**src/rtl/clt_gaussian_noise.sv**
```systemverilog
// Central-limit Gaussian noise: sums 2^SUM_LOG2 uniform LFSR words, removes the mean and scales
// to a signed sample, emitting Z_DIM samples per start. Optional: CLT_NOISE_SCALE_EN adds scale_shift.
module clt_gaussian_noise #(
    parameter int DATA_WIDTH = 16,
    parameter int SUM_LOG2   = 2,
    parameter int OUT_WIDTH  = 16,
    parameter int Z_DIM      = 512
) (
    input  logic                  clk,
    input  logic                  rst,
    input  logic                  start,
    input  logic [DATA_WIDTH-1:0] noise_in,
    input  logic                  noise_valid,
    output logic                  noise_req,
    output logic [OUT_WIDTH-1:0]  m_tdata,
    output logic                  m_tvalid,
    input  logic                  m_tready,
    output logic                  m_tlast,
    output logic                  busy,
    output logic                  done
`ifdef CLT_NOISE_SCALE_EN
    ,
    input  logic [3:0]            scale_shift
`endif
);

    localparam int ACC_W = DATA_WIDTH + SUM_LOG2;
    localparam int N     = 1 << SUM_LOG2;
    localparam int SHIFT = ACC_W - OUT_WIDTH;
    localparam int EW    = (Z_DIM > 1) ? $clog2(Z_DIM) : 1;
    // Mean of the sum of N uniform words, subtracted to centre the result on zero.
    localparam logic [ACC_W:0] BIAS = (ACC_W + 1)'(N) << (DATA_WIDTH - 1);

    typedef enum logic [1:0] {
        S_IDLE,
        S_ACCUM,
        S_OUTPUT
    } state_t;

    state_t                 state_reg, state_next;
    logic [ACC_W-1:0]       acc_reg, acc_next;
    logic [SUM_LOG2-1:0]    samp_reg, samp_next;
    logic [EW-1:0]          elem_reg, elem_next;
    logic [OUT_WIDTH-1:0]   m_tdata_reg, m_tdata_next;
    logic                   m_tvalid_reg, m_tvalid_next;
    logic                   m_tlast_reg, m_tlast_next;
    logic                   busy_reg, busy_next;
    logic                   done_reg, done_next;

    logic                   accept;
    logic                   last_word;
    logic                   handshake;
    logic                   last_elem;
    logic [ACC_W-1:0]       final_sum;
    logic signed [ACC_W:0]  centered;
    logic signed [ACC_W:0]  shifted_full;
    logic signed [OUT_WIDTH-1:0] unscaled;
    logic signed [OUT_WIDTH-1:0] scaled;

    assign accept    = (state_reg == S_ACCUM) && noise_valid;
    assign last_word = accept && (samp_reg == SUM_LOG2'(N - 1));
    assign handshake = (state_reg == S_OUTPUT) && m_tvalid_reg && m_tready;
    assign last_elem = (elem_reg == EW'(Z_DIM - 1));

    // The final sum includes the word arriving this cycle so the sample registers without delay.
    assign final_sum    = acc_reg + ACC_W'(noise_in);
    assign centered     = {1'b0, final_sum} - BIAS;
    assign shifted_full = centered >>> SHIFT;
    assign unscaled     = shifted_full[OUT_WIDTH-1:0];

`ifdef CLT_NOISE_SCALE_EN
    always_comb begin
        scaled = unscaled >>> scale_shift;
        if (32'(scale_shift) >= OUT_WIDTH) begin
            scaled = {OUT_WIDTH{unscaled[OUT_WIDTH-1]}};
        end
    end
`else
    assign scaled = unscaled;
`endif

    always_ff @(posedge clk) begin
        if (rst) begin
            state_reg <= S_IDLE;
        end else begin
            state_reg <= state_next;
        end
    end

    always_comb begin
        state_next = state_reg;
        case (state_reg)
            S_IDLE:   if (start) state_next = S_ACCUM;
            S_ACCUM:  if (last_word) state_next = S_OUTPUT;
            S_OUTPUT: if (handshake) state_next = m_tlast_reg ? S_IDLE : S_ACCUM;
            default:  state_next = S_IDLE;
        endcase
    end

    always_comb begin
        noise_req     = (state_reg == S_ACCUM);
        acc_next      = acc_reg;
        samp_next     = samp_reg;
        elem_next     = elem_reg;
        m_tdata_next  = m_tdata_reg;
        m_tvalid_next = m_tvalid_reg;
        m_tlast_next  = m_tlast_reg;
        busy_next     = busy_reg;
        done_next     = 1'b0;
        case (state_reg)
            S_IDLE: begin
                if (start) begin
                    acc_next  = '0;
                    samp_next = '0;
                    elem_next = '0;
                    busy_next = 1'b1;
                end
            end
            S_ACCUM: begin
                if (last_word) begin
                    m_tdata_next  = scaled;
                    m_tvalid_next = 1'b1;
                    m_tlast_next  = last_elem;
                    acc_next      = '0;
                    samp_next     = '0;
                end else if (accept) begin
                    acc_next  = final_sum;
                    samp_next = samp_reg + 1'b1;
                end
            end
            S_OUTPUT: begin
                if (handshake) begin
                    m_tvalid_next = 1'b0;
                    if (m_tlast_reg) begin
                        busy_next = 1'b0;
                        done_next = 1'b1;
                    end else begin
                        elem_next = elem_reg + 1'b1;
                    end
                end
            end
            default: ;
        endcase
    end

    always_ff @(posedge clk) begin
        if (rst) begin
            acc_reg      <= '0;
            samp_reg     <= '0;
            elem_reg     <= '0;
            m_tdata_reg  <= '0;
            m_tvalid_reg <= 1'b0;
            m_tlast_reg  <= 1'b0;
            busy_reg     <= 1'b0;
            done_reg     <= 1'b0;
        end else begin
            acc_reg      <= acc_next;
            samp_reg     <= samp_next;
            elem_reg     <= elem_next;
            m_tdata_reg  <= m_tdata_next;
            m_tvalid_reg <= m_tvalid_next;
            m_tlast_reg  <= m_tlast_next;
            busy_reg     <= busy_next;
            done_reg     <= done_next;
        end
    end

    assign m_tdata  = m_tdata_reg;
    assign m_tvalid = m_tvalid_reg;
    assign m_tlast  = m_tlast_reg;
    assign busy     = busy_reg;
    assign done     = done_reg;

endmodule

```
**config.mk**
```make
export PLATFORM = sky130hd
export DESIGN_NAME = clt_gaussian_noise
export DESIGN_NICKNAME = d
export VERILOG_FILES = /design/src/rtl/clt_gaussian_noise.sv
export SDC_FILE = /design/constraint.sdc
export NUM_CORES = 1
export LEC_CHECK = 0
export ABC_AREA = 0
export ABC_CLOCK_PERIOD_IN_PS = 5900
export BUFFER_PORTS_ARGS = -buffer_cell sky130_fd_sc_hd__buf_4
export CAP_MARGIN = 20
export CORE_MARGIN = 2
export CORE_UTILIZATION = 30
export CTS_BUF_LIST = sky130_fd_sc_hd__clkbuf_4
export DETAILED_ROUTE_END_ITERATION = 7
export SYNTH_ARGS = -nofsm -noshare
export SYNTH_HDL_FRONTEND = slang
export SYNTH_SLANG_ARGS = --single-unit
```
**constraint.sdc**
```tcl
create_clock -name clk -period 5.9 [get_ports clk]
set_input_delay 0.59 -clock clk [delete_from_list [all_inputs] [get_ports clk]]
set_output_delay 0.59 -clock clk [all_outputs]
set_load 0.05 [all_outputs]
```
-- After elaboration in Yosys (flattened, before gate mapping)
Index checks and enable logic that the tools add are counted.
- register bits after elaboration: 51
- input bits: 21
- output and inout port bits: 21
- word-level logic and storage cells: 65
- add/subtract/negate cells: 4
- equality and inequality tests: 10
- mux-type cells: 25
- bitwise operators: 2
- reductions and logical operators: 15
- operator list (cell ; number):
    $mux W18 ; 3
    $pmux W18 S2 ; 1
    $mux W9 ; 3
    $add A18 B16 Y18 ; 1
    $pmux W9 S2 ; 1
    $sub A18 B18 Y18 const B ; 1
    $mux W2 ; 6
    $add A9 B1 Y9 const B ; 1
    $eq A9 B9 Y1 const B ; 1
    $reduce_and A3 Y1 ; 3
    $ne A2 B2 Y1 const B ; 4
    $reduce_and A4 Y1 ; 2
    $mux W1 ; 7
    $pmux W2 S3 ; 1
    $reduce_bool A2 Y1 ; 3
    $eq A2 B2 Y1 const B ; 2
    $logic_and A1 B1 Y1 ; 4
    $pmux W1 S2 ; 2
    $pmux W2 S2 ; 1
    $ne A3 B1 Y1 const B ; 1
    $reduce_or A3 Y1 ; 1
    $add A2 B1 Y2 const B ; 1
    $eq A2 B1 Y1 const B ; 1
    $logic_not A2 Y1 ; 1
    3 further kinds ; 4

-- Depth between registers and ports, before layout
- depth after elaboration: 5
- gate-level depth with buffers: 9
- mapped depth without buffers: 9

-- Worst setup path after synthesis
No wires, ideal clock.
- path kind: in2reg
- from: input port noise_in[0]
- to: register m_tdata_reg[14], in the netlist m_tdata[14]
- setup time: 0.064 ns
- data arrival time: 2.486 ns
- required time: 5.836 ns
- setup slack: 3.350 ns
- cell stages on the path: 9
- path buffers: 0
- cells stage by stage: ha_1 -> inv_1 -> fa_1 -> nand2b_1 -> a21o_1 -> a21o_1 -> a211o_1 -> or4_1 -> nand4_1
- word-level cells in the longest chain between the ends: 2
- RTL lines (item ; RTL line ; source):
    from (decl) ; 12 ; input logic [DATA_WIDTH-1:0] noise_in,
    $add A18 B16 Y18 ; 66 ; assign final_sum = acc_reg + ACC_W'(noise_in);
    $sub A18 B18 Y18 ; 67 ; assign centered = {1'b0, final_sum} - BIAS;
    to (signal assigned) ; 160 ; m_tdata_reg <= m_tdata_next;
    to (decl) ; 44 ; logic [OUT_WIDTH-1:0] m_tdata_reg, m_tdata_next;
No other way between the ends.
A chain may end at the register's enable or synchronous reset.

-- Worst setup path in the final report
- from: register state_reg[0]
- to: register acc_reg[16]
- word-level cells in the longest chain between the ends: 5
- elaborated cells on any way between the ends: 10
- classes of those cells: 3 x eq/ne; 2 x mux; 5 x reduce/logical
- RTL lines (item ; RTL line ; source):
    from (decl) ; 40 ; state_t state_reg, state_next;
    from (signal assigned) ; 86 ; state_reg <= state_next;
    $eq A2 B1 Y1 ; 60, 110 ;
    $logic_and A1 B1 Y1 ; 60 ; assign accept = (state_reg == S_ACCUM) && noise_valid;
    $logic_and A1 B1 Y1 ; 61 ; assign last_word = accept && (samp_reg == SUM_LOG2'(N - 1));
    $ne A3 B1 Y1 (no line) / $mux W18 (equally long branches) ; -- ;
    $reduce_and A3 Y1 (no line) / $pmux W18 S2 (equally long branches) ; -- ;
    to (signal assigned) ; 157 ; acc_reg <= acc_next;
    to (decl) ; 41 ; logic [ACC_W-1:0] acc_reg, acc_next;
Parallel ways exist; a longest one is shown, timed or not.

==> results.md <==
* Slew @ Worst Pin at 775.1 ps
* Power Density at a little under 200 nW/um2
* Worst path top cell family by delay: simple AND/OR/NAND/NOR gates
* LEAKAGE at 1.436 nW
* Synthesized cell area at approximately 3000 um2
* Vias in the first global route at 2616
* Root buf cell: clkbuf_4
* Initial Utilization at 0.3053
* Req. time, crit path at around 6200 ps
* Antenna-violating nets left at 0
* Ys Warns at 0
* CP dominant cell by count: nor2b_1
* Critical path's largest stage delay at ~670 ps
* Crit start category: flop
* Hold-fix buffers, CTS at 0
* WHS Path Cells at 2
* Number of flip-flops in the largest register at 18
* Post-synthesis simple-gate area fraction at 0.2446
* CTS Sinks at 51
* Worst skew pair latency at 370 ps
* Post-synthesis mux area share at 0.003386
* Vias per Instance at 5.216
* Initial antenna violation count at 0
* Gr ovfl total at 0
* Die Width at roughly 100 um
* Crit path buf inv count at 0
* H-tree levels at 2
* DRT Pass-1 Iters at 4
* Post-synthesis xor/xnor area fraction at 0.02666
* Initial DRC count at 168
* Period utilization at 0.4333
* Max Root-Sink Buffers at 2
* Number of post-CTS setup repair buffers at 0
* CTS tree: yes
* Netlist cell types at 54
* Register area share after synthesis at 0.3453
* Fmax at around 390 MHz
* Outcome: finished clean
* Die area at roughly 11000 um2
* Adder-Cell Fraction of Synth Area at 0.08718
* Tot GR Track Use at 0.1474
* #FFs+latches synth at between 50 and 60
* CP max stage cell: nor2b_1
* Syn Area/Cell at ~8 um2
* Hold_sp: samp_reg[1]$_SDFFE_PP0P_
* Post-synth EDFFs at 0
* Area growth, synth to finish at 16.08%
* FF-to-FF setup slack at between 3000 and 4000 ps
* Maximum fanout along the worst path at 11
* Wire per inst at 14.23 um
* Fin crit period at 2556 ps
* Rel. slew slack at 0.4813
* Core area at between 9000 and 10000 um2
* Detailed placer's ending HPWL at ~5.6 mm
* Residual DRC count at 0
* Fin. Hold Viols at 0
* Layout cells sized above 1 at 0.1443
* RR Endpoint: acc_reg[16]$_SDFFE_PP0P_
* Fill cells at between 1000 and 1500
* Final Max Slew Viols at 0
* Setup TNS at 0 ps
* Row count at 36
* RSZ-0062 raised after global routing: false
* Most frequent cells in the layout: 51 x dfxtp_1, 45 x nand2_1, 41 x buf_4
* Largest net degree at the start of global routing at slightly above 50
* Resize count post-CTS at 0
* ANT cells at 0
* Routability cong. at ~0.94
* Worst min path class: flop to flop
* Combinational family with the most area after synthesis: compound AO/OA/AOI/OAI gates
* Hold EP: samp_reg[1]$_SDFFE_PP0P_
* Reg2reg path depth at 6
* Setup violations, final at 0
* Crit path DAT at between 2000 and 3000 ps
* Critical path type: flop to flop
* DR vias at ~2800
* Die outline height at between 100 and 150 um
* Clk_skew at 16.40 ps
* RR Startpoint: state_reg[0]$_SDFFE_PP0P_
* CTS clk-pin slew, worst paths at ~160 ps
* Compound-Gate Fraction of Synth Area at 0.2484
* Max_cap viols at 0
* Commonest non-fill, non-tap cell in the layout: dfxtp_1
* IO Pins at 42
* Hold WS at around 470 ps
* # nets final at 435
* Crit. End Element: flop
* Total Power at 0.6773 mW
* Critical path depth in cells at 6
* Crit path cell chain: nor2b_1, nand2_1, nor2_1, nor2b_1, a31oi_1, o21ai_0
* Ys async rst share at 0
* Peak VDD IR at about 0.080 mV
* CTS Buf Count at 5
* Port Buffers at 41
* Top FF cell, synth: dfxtp_1
* Routed WL at roughly 7.5 mm
* Post-Synthesis Cells at roughly 360
* First-pass GRT wire length at between 10 and 15 mm
* Post-Syn Nets at roughly 400
==> cell families (layout without fill, tap and decap cells) <==
group                    after synthesis  after routing
AND/OR/NAND/NOR                      146            146
AO/OA/AOI/OAI                        108            108
flip-flops                            51             51
buffers and inverters                 28             60
adder cells (fa/ha/maj)               20             20
XOR/XNOR                               9              9
multiplexers                           1              1
==> power breakdown <==
| part | total [mW] | internal [mW] | switching, mW |
|---|---|---|---|
| Combinational | 0.114 | 0.0452 | 0.0688 |
| Sequential | 0.356 | 0.351 | 0.00447 |
| Clock | 0.208 | 0.0897 | 0.118 |
==> cell usage after synthesis (6+ instances only) <==
cell type	n	area, um2
nand3_1	16	80.08
nand2_1	45	168.9
nor2_1	30	112.6
a21oi_1	32	160.2
clkbuf_1	9	33.78
nor2b_1	6	37.54
dfxtp_1	51	1021
buf_2	6	30.03
nand3b_1	9	67.56
o21ai_0	18	90.09
nor3_1	7	35.03
nand4_1	7	43.79
or3_1	6	37.54
inv_1	10	37.54
nand2b_1	9	56.30
a21o_1	13	97.59
ha_1	19	237.7
==> worst register-to-register path, stage by stage (launching register included) <==
cell	delay (ps)
dfxtp_1	470
nor2b_1	350
nand2_1	90
nor2_1	600
nor2b_1	670
a31oi_1	170
o21ai_0	160
==> layout make-up <==
class                           instances  area, um2  share of cell area
Timing Repair Buffer                   42      322.8             0.09406
Sequential cell                        51       1021              0.2975
Inverter                               10      37.54             0.01094
Clock buffer                            5      37.54             0.01094
Tap cell                              133      166.4             0.04849
Clock inverter                          3      42.54             0.01240
Multi-Input combinational cell        284       1804              0.5257
==> metal layers <==
metal	part of all wire	global-route usage	wire (um)
met3	0.058	0.02688	434
met1	0.49	0.2020	3713
met5	0	0	0
met2	0.43	0.2378	3226
met4	0.019	0.04251	143
==> how the worst max path moves through the flow <==
| stage | slack [ps] | startpoint | end |
|---|---|---|---|
| floorplan | 3350 | noise_in[0] | m_tdata[14]$_SDFFE_PP0P_ |
| global placement | 3160 | noise_in[0] | m_tdata[14]$_SDFFE_PP0P_ |
| detailed placement | 3140 | noise_in[0] | m_tdata[14]$_SDFFE_PP0P_ |
| CTS | 3310 | state_reg[0]$_SDFFE_PP0P_ | acc_reg[16]$_SDFFE_PP0P_ |
| global route | 3090 | state_reg[0]$_SDFFE_PP0P_ | acc_reg[16]$_SDFFE_PP0P_ |
| finish | 3340 | state_reg[0]$_SDFFE_PP0P_ | acc_reg[16]$_SDFFE_PP0P_ |
==> stage by stage <==
step / instance area [um2] / std cells / util / worst slack, ps
2_1_floorplan: 2957 / 363 / - / 3350
4_1_cts: 3417 / 527 / 0.3528 / 3314
5_1_grt: 3432 / 528 / 0.3544 / 3092
6_report: 3432 / 528 / 0.3544 / 3344
3_3_place_gp: 3337 / 519 / 0.3446 / 3156
3_5_place_dp: 3337 / 519 / 0.3446 / 3140
No activity file was read; power rests on OpenSTA's default activity.
